<file path="src/rtl/board_input_loader_pkg.sv">
// Shared constants and types for the board input loader.
package board_input_loader_pkg;

  localparam int unsigned DATA_W      = 32;
  localparam int unsigned SHIFT_NUM_W = 8;
  localparam int unsigned SHFT_OP_W   = 3;

  // Button roles
  localparam int unsigned BTN_LOAD_DATA = 0;
  localparam int unsigned BTN_LOAD_CTRL = 1;
  localparam int unsigned BTN_CARRY     = 2;
  localparam int unsigned BTN_CLEAR     = 3;

  // Field positions of the control operands within the switch word
  localparam int unsigned SHIFT_NUM_MSB = 31;
  localparam int unsigned SHIFT_NUM_LSB = 24;
  localparam int unsigned SHFT_OP_MSB   = 23;
  localparam int unsigned SHFT_OP_LSB   = 21;

  typedef struct packed {
    logic [DATA_W-1:0]      data;
    logic [SHIFT_NUM_W-1:0] num;
    logic [SHFT_OP_W-1:0]   op;
  } operand_t;

endpackage

</file>
<file path="src/rtl/board_input_loader_debounce_filter.sv">
// Single-bit 2-flop synchronizer followed by a stable-count debouncer.
module debounce_filter #(
  parameter int unsigned DEBOUNCE_CYCLES = 1000000
) (
  input  logic clk,
  input  logic rst,
  input  logic raw,
  output logic level
);

  localparam int unsigned CNT_W = $clog2(DEBOUNCE_CYCLES + 1);

  logic             sync_meta;
  logic             sync_q;
  logic [CNT_W-1:0] cnt;

  // Synchronize, then count consecutive cycles the input disagrees with the level
  always_ff @(posedge clk) begin
    if (rst) begin
      sync_meta <= 1'b0;
      sync_q    <= 1'b0;
      cnt       <= '0;
      level     <= 1'b0;
    end else begin
      sync_meta <= raw;
      sync_q    <= sync_meta;
      if (sync_q == level) begin
        cnt <= '0;
      end else if (cnt == CNT_W'(DEBOUNCE_CYCLES - 1)) begin
        // This edge is the DEBOUNCE_CYCLES-th consecutive mismatch
        level <= ~level;
        cnt   <= '0;
      end else begin
        cnt <= cnt + 1'b1;
      end
    end
  end

endmodule

</file>
<file path="src/rtl/board_input_loader.sv">
// Board switch/button front end: debounces buttons, detects presses and
// captures switch words into the shifter operand registers.
module board_input_loader
  import board_input_loader_pkg::*;
#(
  parameter int unsigned DEBOUNCE_CYCLES = 1000000,
  parameter int unsigned NUM_BTN         = 6  // needs at least BTN_CLEAR+1 buttons
) (
  input  logic                   clk,
  input  logic                   rst,
  input  logic [DATA_W-1:0]      sw,
  input  logic [NUM_BTN-1:0]     btn,
  output logic [DATA_W-1:0]      shift_data,
  output logic [SHIFT_NUM_W-1:0] shift_num,
  output logic [SHFT_OP_W-1:0]   shft_op,
  output logic                   carry_flag,
  output logic                   data_valid,
  output logic [NUM_BTN-1:0]     btn_level,
  output logic [NUM_BTN-1:0]     btn_press
);

  logic [DATA_W-1:0]  sw_meta;
  logic [DATA_W-1:0]  sw_sync;
  logic [NUM_BTN-1:0] level_dly;
  operand_t           opnd;

  for (genvar i = 0; i < NUM_BTN; i++) begin : g_btn
    debounce_filter #(
      .DEBOUNCE_CYCLES (DEBOUNCE_CYCLES)
    ) u_debounce (
      .clk   (clk),
      .rst   (rst),
      .raw   (btn[i]),
      .level (btn_level[i])
    );
  end

  // Switches are only synchronized; they are sampled on a debounced press
  always_ff @(posedge clk) begin
    if (rst) begin
      sw_meta <= '0;
      sw_sync <= '0;
    end else begin
      sw_meta <= sw;
      sw_sync <= sw_meta;
    end
  end

  // Rising-edge detect, operand load/clear and the valid strobe
  always_ff @(posedge clk) begin
    if (rst) begin
      level_dly  <= '0;
      btn_press  <= '0;
      opnd       <= '0;
      data_valid <= 1'b0;
    end else begin
      level_dly  <= btn_level;
      btn_press  <= btn_level & ~level_dly;
      data_valid <= 1'b0;
      if (btn_press[BTN_CLEAR]) begin
        // Clear wins over any simultaneous load
        opnd       <= '0;
        data_valid <= 1'b1;
      end else begin
        if (btn_press[BTN_LOAD_DATA]) begin
          opnd.data <= sw_sync;
        end
        if (btn_press[BTN_LOAD_CTRL]) begin
          opnd.num <= sw_sync[SHIFT_NUM_MSB:SHIFT_NUM_LSB];
          opnd.op  <= sw_sync[SHFT_OP_MSB:SHFT_OP_LSB];
        end
        if (btn_press[BTN_LOAD_DATA] || btn_press[BTN_LOAD_CTRL]) begin
          data_valid <= 1'b1;
        end
      end
    end
  end

  assign shift_data = opnd.data;
  assign shift_num  = opnd.num;
  assign shft_op    = opnd.op;
  assign carry_flag = btn_level[BTN_CARRY];

endmodule

</file>
<file path="config.mk">
export PLATFORM = sky130hd
export DESIGN_NAME = board_input_loader
export DESIGN_NICKNAME = d
export VERILOG_FILES = /design/src/rtl/board_input_loader_pkg.sv /design/src/rtl/board_input_loader_debounce_filter.sv /design/src/rtl/board_input_loader.sv
export SDC_FILE = /design/constraint.sdc
export NUM_CORES = 1
export LEC_CHECK = 0
export ABC_AREA = 1
export CORE_MARGIN = 2
export CORE_UTILIZATION = 59
export DETAILED_ROUTE_END_ITERATION = 8
export PLACE_DENSITY = 0.81
export SLEW_MARGIN = 10
export SYNTH_ARGS = -nofsm -noshare
export SYNTH_HDL_FRONTEND = slang
export SYNTH_SLANG_ARGS = --single-unit
</file>
<file path="constraint.sdc">
create_clock -name clk -period 5.3 [get_ports clk]
set_clock_uncertainty 0.2 [all_clocks]
set_input_delay 1.06 -clock clk [delete_from_list [all_inputs] [get_ports clk]]
set_output_delay 1.06 -clock clk [all_outputs]
set_load 0.03 [all_outputs]
</file>
After elaboration in Yosys (flattened, before gate mapping)
Index checks and enable logic that the tools add are counted.
W data, S select, Z words.
{"block": "word_totals", "ff_bits": 258, "inputBits": 40}
{"block": "op_classes", "addsub": 6, "n_reduce_logical": 14, "mux": 2, "eq_ne": 12, "bitwise_logic": 14}
{"op": "$add A20 B1 Y20 const B", "count": 6}
{"op": "$eq A20 B20 Y1 const B", "count": 6}
{"op": "$reduce_or A3 Y1", "count": 6}
{"op": "$not A1 Y1", "count": 12}
{"op": "$reduce_and A2 Y1", "count": 6}
{"op": "$and A6 B6 Y6", "count": 1}
{"op": "$eq A1 B1 Y1", "count": 6}
{"op": "$not A6 Y6", "count": 1}
{"op": "$mux W1", "count": 2}
{"op": "$reduce_or A2 Y1", "count": 1}
{"op": "$logic_or A1 B1 Y1", "count": 1}

Logic depth before layout (Yosys ltp)
Gate-level depths: netlist of the first run.
{"block": "depth", "ltp_word": 3, "mapped_depth": 9, "depth_no_buf": 9}

Cells and area by module
A second synthesis of the first run with hierarchy kept.
{"block": "hier_totals", "cells_unflattened": 1475, "hier_area_um2": 10924.2}
{"module": "debounce_filter", "area_per_inst_um2": 1168.6, "cells_each": 163, "n_inst": 6}
{"module": "board_input_loader", "area_per_inst_um2": 3912.5, "cells_each": 497, "n_inst": 1}

Worst setup path after synthesis of the first run
OpenSTA, ideal clock, no wires.
{"block": "synth_timing", "path_type": "in2reg", "start": "input rst", "end": "register g_btn[4].u_debounce.cnt[13]", "t_required_ns": 5.030, "setup_ns": 0.070, "arrival_ns": 1.894, "path_stages": 8, "path_slack_ns": 3.136, "path_cell_list": "buf_2 -> inv_2 -> buf_4 -> o21ai_0 -> a21oi_1 -> nand2_1 -> buf_2 -> a21oi_1"}
{"block": "synth_via", "elab_chain_len": 1}
{"element": "start, declared", "line_no": "board_input_loader.sv:10", "rtl": "input logic rst,"}
{"element": "$reduce_or A3 Y1 (no line)"}
{"element": "end signal, assigned", "line_no": "board_input_loader_debounce_filter.sv:34", "rtl": "cnt <= cnt + 1'b1;"}
{"element": "end, declared", "line_no": "board_input_loader_debounce_filter.sv:15", "rtl": "logic [CNT_W-1:0] cnt;"}
Every way passes these cells.
A chain may end at the register's enable or synchronous reset.

Worst setup path in the final report of the first run
{"block": "layout_timing", "start": "register btn_press[1]", "end": "output btn_press[1]"}
{"element": "start, declared", "line_no": "board_input_loader.sv:19", "rtl": "output logic [NUM_BTN-1:0] btn_press"}
{"element": "start signal, assigned", "line_no": "board_input_loader.sv:58", "rtl": "btn_press <= btn_level & ~level_dly;"}
No word-level cell between the ends.

==> results of run 1 <==
[through the flow]
step           hold WS (ns)  power (W)
2_1_floorplan        0.1754   0.002066
3_3_place_gp         0.1791   0.002105
3_5_place_dp         0.1833   0.002108
4_1_cts              0.1823   0.003828
5_1_grt              0.1990   0.003925
6_report             0.1886   0.003798
[power by group through the flow]
| stage | clock, W | sequential (W) | combinational (W) |
|---|---|---|---|
| 2_1_floorplan | 0 | 0.00202 | 0.0000487 |
| 3_3_place_gp | 0 | 0.00202 | 0.0000863 |
| 3_5_place_dp | 0 | 0.00202 | 0.0000882 |
| 4_1_cts | 0.00176 | 0.00198 | 0.0000890 |
| 5_1_grt | 0.00185 | 0.00198 | 0.0000997 |
| 6_report | 0.00173 | 0.00198 | 0.0000879 |
[cell families (layout without fill, tap and decap cells)]
kind of cell / Yosys count / after routing / share of synthesized area
fa+ha+maj: 6 / 6 / 0.007210
simple gates: 778 / 778 / 0.3095
xor+xnor: 55 / 55 / 0.04627
buf+inv: 210 / 315 / 0.08232
compound gates: 117 / 117 / 0.05865
flops: 258 / 258 / 0.4961
[registers in the layout, summed over array words and instances, names as in the netlist]
name / flops
g_btn.u_debounce.cnt: 120
shft_op: 3
sw_meta: 32
g_btn.u_debounce.sync_q: 6
shift_data: 32
shift_num: 8
data_valid: 1
sw_sync: 32
g_btn.u_debounce.level: 6
btn_press: 6
g_btn.u_debounce.sync_meta: 6
level_dly: 6
[worst reg2reg max path: cells and delay by family, from the launching register on]
family | cells | cell delay [ns]
AOI/OAI and AO/OA | 1 | 0.10
adders and majority gates | 1 | 0.22
DFF | 1 | 0.42
and+or+nand+nor | 6 | 1.11
[cells in the mapped netlist, types with 7 or more instances]
master | number | area share
buf_4 | 12 | 0.0087
nor2_2 | 12 | 0.0072
dfxtp_1 | 258 | 0.50
xnor2_1 | 20 | 0.017
nand2_1 | 325 | 0.12
o21bai_1 | 7 | 0.0050
nand2_2 | 7 | 0.0042
nand3_1 | 62 | 0.030
nand4_1 | 18 | 0.011
inv_1 | 168 | 0.061
buf_1 | 7 | 0.0025
clkbuf_1 | 13 | 0.0047
xor2_1 | 35 | 0.029
nor3_1 | 9 | 0.0043
a21oi_1 | 91 | 0.044
o21ai_0 | 17 | 0.0082
nor2_1 | 318 | 0.11
[layout make-up]
cell class | instances | area, µm²
clock buffer | 35 | 724.4
clock inverter | 10 | 86.33
fill | 1426 | 5027
inverter | 171 | 641.9
multi-input combinational | 956 | 4389
sequential | 258 | 5165
tap | 225 | 281.5
timing repair buffer | 99 | 980.9
[metal layers]
layer / part of all wire / vias up
met2: 0.48 / 167
met1: 0.46 / 3928
met3: 0.045 / 29
li1: - / 4524
met5: 0 / -
met4: 0.016 / 0
[path summary, 6_finish.rpt]
kind | slack, ns | startpoint | end
worst max-delay path | 2.05 | btn_press[1]$_SDFF_PP0_ | btn_press[1]
worst max register to register | 3.10 | g_btn[2].u_debounce.cnt[0]$_SDFF_PP0_ | g_btn[2].u_debounce.cnt[9]$_SDFF_PP0_
worst min register to register | 0.19 | level_dly[3]$_SDFF_PP0_ | btn_press[3]$_SDFF_PP0_
worst min-delay path | 0.19 | level_dly[3]$_SDFF_PP0_ | btn_press[3]$_SDFF_PP0_
==> results.py, run 1 <==
metrics = {
    "clocking": {
        "cts_tree": "done",
        "clock-sinks": 258,
        "insertion_delay_ns": 0.53,
        "cts_buffer_depth": 3,
        "clk_pin_slew_ns": 0.06,
        "cts_htree_levels": 1,
        "cts_resized": 0,
        "hold_buffers": 0,
        "post-cts-setup-buffer-count": 0,
        "numCtsBuffers": 26,
        "cts_root_buf": "clkbuf_16",
    },
    "logic_synthesis": {
        "syn_inst": 1424,
        "synth_area_um2": 10410,
        "yosys_most_used_dff": "dfxtp_1",
        "syn_nets": 1470,
        "synthDistinctLibCells": 32,
        "avgSynthCellArea_um2": 7.311,
        "synth_seq_cells": 258,
        "synth_edf_count": 0,
        "seq_area_frac_synth": 0.4961,
        "ys_warn_count": 0,
        "synth-async-reset-ratio": 0,
    },
    "global_routing": {
        "top_usage_layer": "met2",
        "grt_pass1_wl_um": 35940,
        "grt_util_met2": 0.4050,
        "grt_use_total": 0.2301,
        "grt_pass1_vias": 8140,
        "use_met1": 0.2944,
        "antenna_found_initial": 0,
        "grt-ovfl-total": 0,
        "grt_use_met3": 0.03704,
        "grt_max_degree": 71,
    },
    "setup_path": {
        "start_kind": "flop",
        "required_ns": 4.04,
        "r2r_cells": 8,
        "crit_slowest_cell": "clkdlybuf4s50_1",
        "critPathCaptureType": "output port",
        "crit_buf_inv": 1,
        "crit_type": "reg2out",
        "crit_chain": "clkdlybuf4s50_1",
        "path_depth": 1,
        "worstPathArrival_ns": 1.99,
        "path_delay_family": "buffers and inverters",
        "max_stage_delay_ns": 0.78,
        "path_max_fanout": 15,
    },
    "place": {
        "dpl.cell_count": 1709,
        "dpl_cell_area_um2": 11460,
        "place.gp.congestion": 0.8812,
        "preCtsSetupSlack_ns": 2.522,
        "port_buffers": 96,
        "dp_hpwl_um": 14630,
    },
    "route": {
        "wirelength_um": 21320,
        "firstDrtPassIters": 6,
        "vias": 8648,
        "wl_per_cell_um": 12.16,
        "drt-initial-drc-count": 418,
        "ant_nets": 0,
        "drc_errors": 0,
        "viasPerCell": 4.930,
    },
    "run_status": {
        "run_status": "complete, no violations",
    },
    "sta": {
        "grt_setup_unrepaired": "false",
        "setup_ws_ns": 2.053,
        "fin_setup_tns_ns": 0,
        "maxSlewViolCount": 0,
        "period_share": 0.6127,
        "finalHoldViolations": 0,
        "relSlewSlack": 0.3144,
        "period_needed_ns": 3.247,
        "setup_viol": 0,
        "worst_pin_slew_ns": 1.027,
        "timing.fmax_mhz": 307.9,
    },
    "layout": {
        "stdcell_count": 1754,
        "n_antenna_cell": 0,
        "layout.nets": 1558,
        "final_cell_mix": "325 x nand2_1, 318 x nor2_1, 258 x dfxtp_1",
        "synthToLayoutAreaGrowth_pct": 17.85,
        "fin_area_um2": 12270,
        "final_util": 0.7093,
        "final_common_cell": "nand2_1",
        "drive_above_1_share": 0.05494,
    },
    "die": {
        "die_h_um": 136.8,
        "rows": 48,
        "die_w_um": 136.8,
        "pin_count": 97,
        "core_um2": 17300,
        "start_util": 0.6019,
        "die_area_um2": 18730,
    },
    "pwr": {
        "p_sw_w": 0.0007875,
        "p_seq_frac": 0.521,
        "comb_power_share": 0.023,
        "leakage_nw": 4.252,
        "switching_share": 0.2074,
        "vdd_ir_drop_max_mv": 0.2785,
        "clockPowerShare": 0.456,
        "p_int_w": 0.003010,
        "power_density_nw_per_um2": 309.5,
    },
    "worst_hold_path": {
        "hold_path_class": "reg2reg",
        "worstHoldPathCells": 1,
    },
    "job": {
        "maxCapViolCount": 0,
    },
}
Note: power is estimated with default switching activity, not from simulation.
==> run 2: changes to the inputs <==
Settings changed: CORE_UTILIZATION 59 to 57, PLACE_DENSITY 0.81 to 0.78.
Clock period 5.3 ns to 3.34 ns, I/O delays scaled along.
==> run 2 against run 1 <==
Against the previous run: count of clock-buffer cells in the layout shrank 3; clock power up 62%; power increased by 60%; flip-flop and latch count unchanged; final area up 0.32%; critical path depth is 1 higher; via count down 1.4%.
==> results.py, run 2 (synthesis results as in run 1) <==
metrics = {
    "clocking": {
        "clock-sinks": 258,
        "hold_buffers": 0,
        "cts_resized": 0,
        "cts_tree": "done",
        "insertion_delay_ns": 0.52,
        "post-cts-setup-buffer-count": 0,
        "cts_buffer_depth": 3,
        "cts_root_buf": "clkbuf_16",
        "cts_htree_levels": 1,
        "numCtsBuffers": 25,
        "clk_pin_slew_ns": 0.06,
    },
    "global_routing": {
        "grt-ovfl-total": 0,
        "antenna_found_initial": 0,
        "grt_max_degree": 58,
        "grt_pass1_wl_um": 36020,
        "grt_pass1_vias": 7994,
        "grt_use_total": 0.2173,
    },
    "layout": {
        "drive_above_1_share": 0.05813,
        "largest_register": "g_btn.u_debounce.cnt",
        "final_cell_mix": "325 x nand2_1, 318 x nor2_1, 258 x dfxtp_1",
        "n_antenna_cell": 0,
        "synthToLayoutAreaGrowth_pct": 18.22,
        "fillers": 1534,
        "largest_reg_flops": 120,
        "layout.nets": 1558,
        "final_common_cell": "nand2_1",
    },
    "route": {
        "drc_errors": 0,
        "firstDrtPassIters": 5,
        "drt-initial-drc-count": 455,
        "viasPerCell": 4.845,
        "wl_per_cell_um": 11.93,
        "wirelength_um": 20990,
        "ant_nets": 0,
        "vias": 8527,
    },
    "setup_path": {
        "crit_type": "reg2out",
        "critPathCaptureType": "output port",
        "path_max_fanout": 15,
        "start_kind": "flop",
        "required_ns": 2.47,
        "worstPathArrival_ns": 1.74,
    },
    "pwr": {
        "vdd_ir_drop_max_mv": 0.5137,
        "p_seq_frac": 0.516,
        "p_sw_w": 0.001250,
        "power_density_nw_per_um2": 493.9,
        "switching_share": 0.2057,
        "p_int_w": 0.004829,
        "leakage_nw": 4.261,
        "clockPowerShare": 0.461,
        "comb_power_share": 0.023,
    },
    "sta": {
        "fin_setup_tns_ns": 0,
        "maxSlewViolCount": 0,
        "period_needed_ns": 2.605,
        "grt_setup_unrepaired": "false",
        "period_share": 0.7800,
        "relSlewSlack": 0.3594,
        "worst_pin_slew_ns": 0.9599,
        "finalHoldViolations": 0,
        "timing.fmax_mhz": 383.9,
        "setup_viol": 0,
        "setup_ws_ns": 0.7348,
    },
    "place": {
        "place.gp.congestion": 0.8793,
        "preCtsSetupSlack_ns": 0.8974,
        "dp_hpwl_um": 14770,
        "port_buffers": 96,
    },
    "die": {
        "die_h_um": 139.2,
        "die_w_um": 139.2,
        "die_area_um2": 19360,
        "rows": 49,
        "core_um2": 17960,
        "start_util": 0.5796,
        "pin_count": 97,
    },
    "run_status": {
        "run_status": "complete, no violations",
    },
    "worst_hold_path": {
        "hold_path_class": "reg2reg",
    },
    "job": {
        "maxCapViolCount": 0,
    },
}
==> run 2: changes by cell type in the layout (fill, tap and decap cells not counted), sizes merged <==
cell,delta
clkbuf,-3
clkinvlp,+3
buf,+1
bufinv,+1
clkinv,-1
inv,+1
==> run 2: final cells by class <==
cell class	count	area, µm²	share of cell area
multi-input combinational	956	4389	0.3566
inverter	171	641.9	0.05215
timing repair buffer	100	988.4	0.08031
clock inverter	14	135.1	0.01098
clock buffer	32	701.9	0.05703
sequential	258	5165	0.4196
tap	229	286.5	0.02328
==> run 2: path summary, 6_finish.rpt <==
check,cells past startpoint,slack [ns],to,start
max,2,0.73,btn_press[1],btn_press[1]$_SDFF_PP0_
max reg2reg,8,1.11,g_btn[2].u_debounce.cnt[10]$_SDFF_PP0_,g_btn[2].u_debounce.cnt[0]$_SDFF_PP0_
min reg2reg,1,0.19,btn_press[0]$_SDFF_PP0_,level_dly[0]$_SDFF_PP0_
min,1,0.19,btn_press[0]$_SDFF_PP0_,level_dly[0]$_SDFF_PP0_
==> run 2: per-stage QoR <==
stage | hold WS [ns] | area (µm²) | util | cells | power (W)
6_report | 0.1909 | 12310 | 0.6852 | 1760 | 0.006079
2_1_floorplan | 0.1754 | 10410 | - | 1424 | 0.003278
5_1_grt | 0.2081 | 12310 | 0.6852 | 1760 | 0.006297
4_1_cts | 0.1928 | 12310 | 0.6852 | 1760 | 0.006141
3_3_place_gp | 0.1798 | 11470 | 0.6386 | 1714 | 0.003339
3_5_place_dp | 0.1838 | 11470 | 0.6386 | 1714 | 0.003343
==> run 2: per-layer routing <==
metal	track usage	vias to the layer above	share of wire
met2	0.3746	164	0.46
li1	-	4537	-
met5	0	-	0
met1	0.2909	3792	0.47
met3	0.02831	34	0.049
met4	0.05369	0	0.019
==> run 2: power by group through the flow <==
stage / sequential, W / combinational (W) / clock (W)
2_1_floorplan: 0.00320 / 0.0000773 / 0
3_3_place_gp: 0.00320 / 0.000136 / 0
3_5_place_dp: 0.00320 / 0.000139 / 0
4_1_cts: 0.00314 / 0.000140 / 0.00287
5_1_grt: 0.00314 / 0.000157 / 0.00300
6_report: 0.00314 / 0.000138 / 0.00281
==> run 2: worst max-delay path: stages, from the launching register on <==
cell and delay [ns]:
dfxtp_1 0.31, buf_4 0.21, clkdlybuf4s50_1 0.70
==> run 3: changes to the inputs <==
Clock period 3.34 ns to 2.5 ns, I/O delays scaled along.
==> run 3 against run 2 <==
Against the previous run: core utilization up 0.91 points; via count grew 3.2%; final cell count rose by 0.51%; sequential share of layout area shrank 0.55 points; combinational power grew 36%; non-clock buffer count is 7 higher; largest power group unchanged.
==> results.py, run 3 (synthesis results as in run 1) <==
metrics = {
    "run_status": {
        "run_status": "complete, no violations",
    },
    "layout": {
        "layout.nets": 1567,
        "fillers": 1510,
        "largest_reg_flops": 120,
        "largest_register": "g_btn.u_debounce.cnt",
        "drive_above_1_share": 0.06558,
        "final_cell_mix": "325 x nand2_1, 318 x nor2_1, 258 x dfxtp_1",
        "fin_area_um2": 12470,
        "synthToLayoutAreaGrowth_pct": 19.78,
        "final_common_cell": "nand2_1",
        "n_antenna_cell": 0,
    },
    "clocking": {
        "numCtsBuffers": 27,
        "post-cts-setup-buffer-count": 0,
        "clock-sinks": 258,
        "cts_buffer_depth": 3,
        "cts_tree": "done",
        "cts_root_buf": "clkbuf_16",
        "hold_buffers": 0,
        "clk_pin_slew_ns": 0.06,
        "insertion_delay_ns": 0.52,
        "cts_resized": 0,
        "cts_htree_levels": 1,
    },
    "global_routing": {
        "grt_pass1_wl_um": 37650,
        "grt_pass1_vias": 8375,
        "grt-ovfl-total": 0,
        "antenna_found_initial": 0,
        "grt_use_total": 0.2250,
        "grt_max_degree": 68,
    },
    "route": {
        "vias": 8803,
        "wl_per_cell_um": 12.24,
        "drc_errors": 0,
        "viasPerCell": 4.976,
        "ant_nets": 0,
        "drt-initial-drc-count": 505,
        "firstDrtPassIters": 5,
        "wirelength_um": 21650,
    },
    "setup_path": {
        "critPathLaunch": "btn_press[3]$_SDFF_PP0_",
        "critPathCaptureType": "output port",
        "start_kind": "flop",
        "crit_chain": "clkdlybuf4s50_1",
        "worstPathArrival_ns": 1.67,
        "r2r_cells": 6,
        "crit_type": "reg2out",
        "path_depth": 1,
        "path_delay_family": "buffers and inverters",
        "ff2ff_setup_slack_ns": 0.54,
        "r2r-start": "g_btn[0].u_debounce.cnt[0]$_SDFF_PP0_",
        "timing.rr.end": "g_btn[0].u_debounce.cnt[12]$_SDFF_PP0_",
        "required_ns": 1.80,
        "path_max_fanout": 3,
        "crit_buf_inv": 1,
        "crit_slowest_cell": "clkdlybuf4s50_1",
        "crit_end": "btn_press[3]",
        "max_stage_delay_ns": 0.73,
    },
    "sta": {
        "finalHoldViolations": 0,
        "period_share": 0.9466,
        "worst_pin_slew_ns": 0.6907,
        "maxSlewViolCount": 0,
        "grt_setup_unrepaired": "false",
        "fin_setup_tns_ns": 0,
        "period_needed_ns": 2.367,
        "setup_viol": 0,
        "relSlewSlack": 0.5395,
        "timing.fmax_mhz": 422.6,
    },
    "die": {
        "die_area_um2": 19360,
        "die_h_um": 139.2,
        "core_um2": 17960,
        "die_w_um": 139.2,
        "rows": 49,
        "pin_count": 97,
        "start_util": 0.5796,
    },
    "pwr": {
        "leakage_nw": 4.353,
        "power_density_nw_per_um2": 686.0,
        "vdd_ir_drop_max_mv": 0.8667,
    },
    "place": {
        "place.gp.congestion": 0.9044,
        "dpl_cell_area_um2": 11520,
        "dp_hpwl_um": 14840,
        "port_buffers": 96,
    },
    "worst_hold_path": {
        "hold_path_class": "in2reg",
        "worstHoldPathCells": 4,
    },
    "job": {
        "maxCapViolCount": 0,
    },
}
[run 3: cell count changes in the layout (fill, tap and decap cells not counted), sizes merged]
cell	delta
clkdlybuf4s50	-1
buf	+8
clkinvlp	-1
clkinv	-1
bufinv	+2
clkbuf	+1
inv	+1
[run 3: worst min-delay path by stage]
stage	slack, ns	to	from
CTS	0.12	shift_data[25]$_SDFFE_PP0P_	rst
detailed placement	0.18	btn_press[4]$_SDFF_PP0_	level_dly[4]$_SDFF_PP0_
global placement	0.18	btn_press[4]$_SDFF_PP0_	level_dly[4]$_SDFF_PP0_
finish	0.13	shift_data[25]$_SDFFE_PP0P_	rst
global route	0.14	shift_data[25]$_SDFFE_PP0P_	rst
floorplan	0.18	btn_press[0]$_SDFF_PP0_	level_dly[0]$_SDFF_PP0_
[run 3: tightest hold or removal path, stage by stage]
cell     delay [ns]
buf_4          0.11
nor2_1         0.07
o21ai_0        0.08
a21oi_1        0.04
[run 3: area by class of cell]
type                    instances  area [µm²]  share of cell area
repair buffers                107        1039             0.08328
inverters                     171       641.9             0.05147
flip-flops and latches        258        5165              0.4142
clock inverters                15       191.4             0.01535
clock buffers                  33       758.2             0.06080
multi-input cells             956        4389              0.3520
well taps                     229       286.5             0.02298
[run 3: stage by stage]
step | hold slack [ns] | util | power (W) | cells | worst slack, ns
after floorplan | 0.1754 | - | 0.004380 | 1424 | 0.7997
after detailed placement | 0.1803 | 0.6414 | 0.004472 | 1721 | 0.4330
final | 0.1296 | 0.6942 | 0.008555 | 1769 | 0.1335
after global placement | 0.1802 | 0.6414 | 0.004466 | 1721 | 0.4861
after global routing | 0.1429 | 0.6942 | 0.008845 | 1769 | 0.1019
after CTS | 0.1160 | 0.6942 | 0.008642 | 1769 | 0.1241
[run 3: layer usage]
| layer | global-route usage | up-vias | wire [µm] |
|---|---|---|---|
| li1 | - | 4561 | - |
| met1 | 0.2943 | 4020 | 9954 |
| met2 | 0.3954 | 196 | 10350 |
| met3 | 0.03108 | 26 | 1058 |
| met4 | 0.05369 | 0 | 289 |
| met5 | 0 | - | 0 |
[run 3: where the power goes]
| part | switching [W] | total, W | internal [W] |
|---|---|---|---|
| sequential | 0.0000208 | 0.00419 | 0.00417 |
| combinational | 0.000101 | 0.000188 | 0.0000865 |
| clock | 0.00161 | 0.00418 | 0.00257 |
| total | 0.00173 | 0.00855 | 0.00683 |
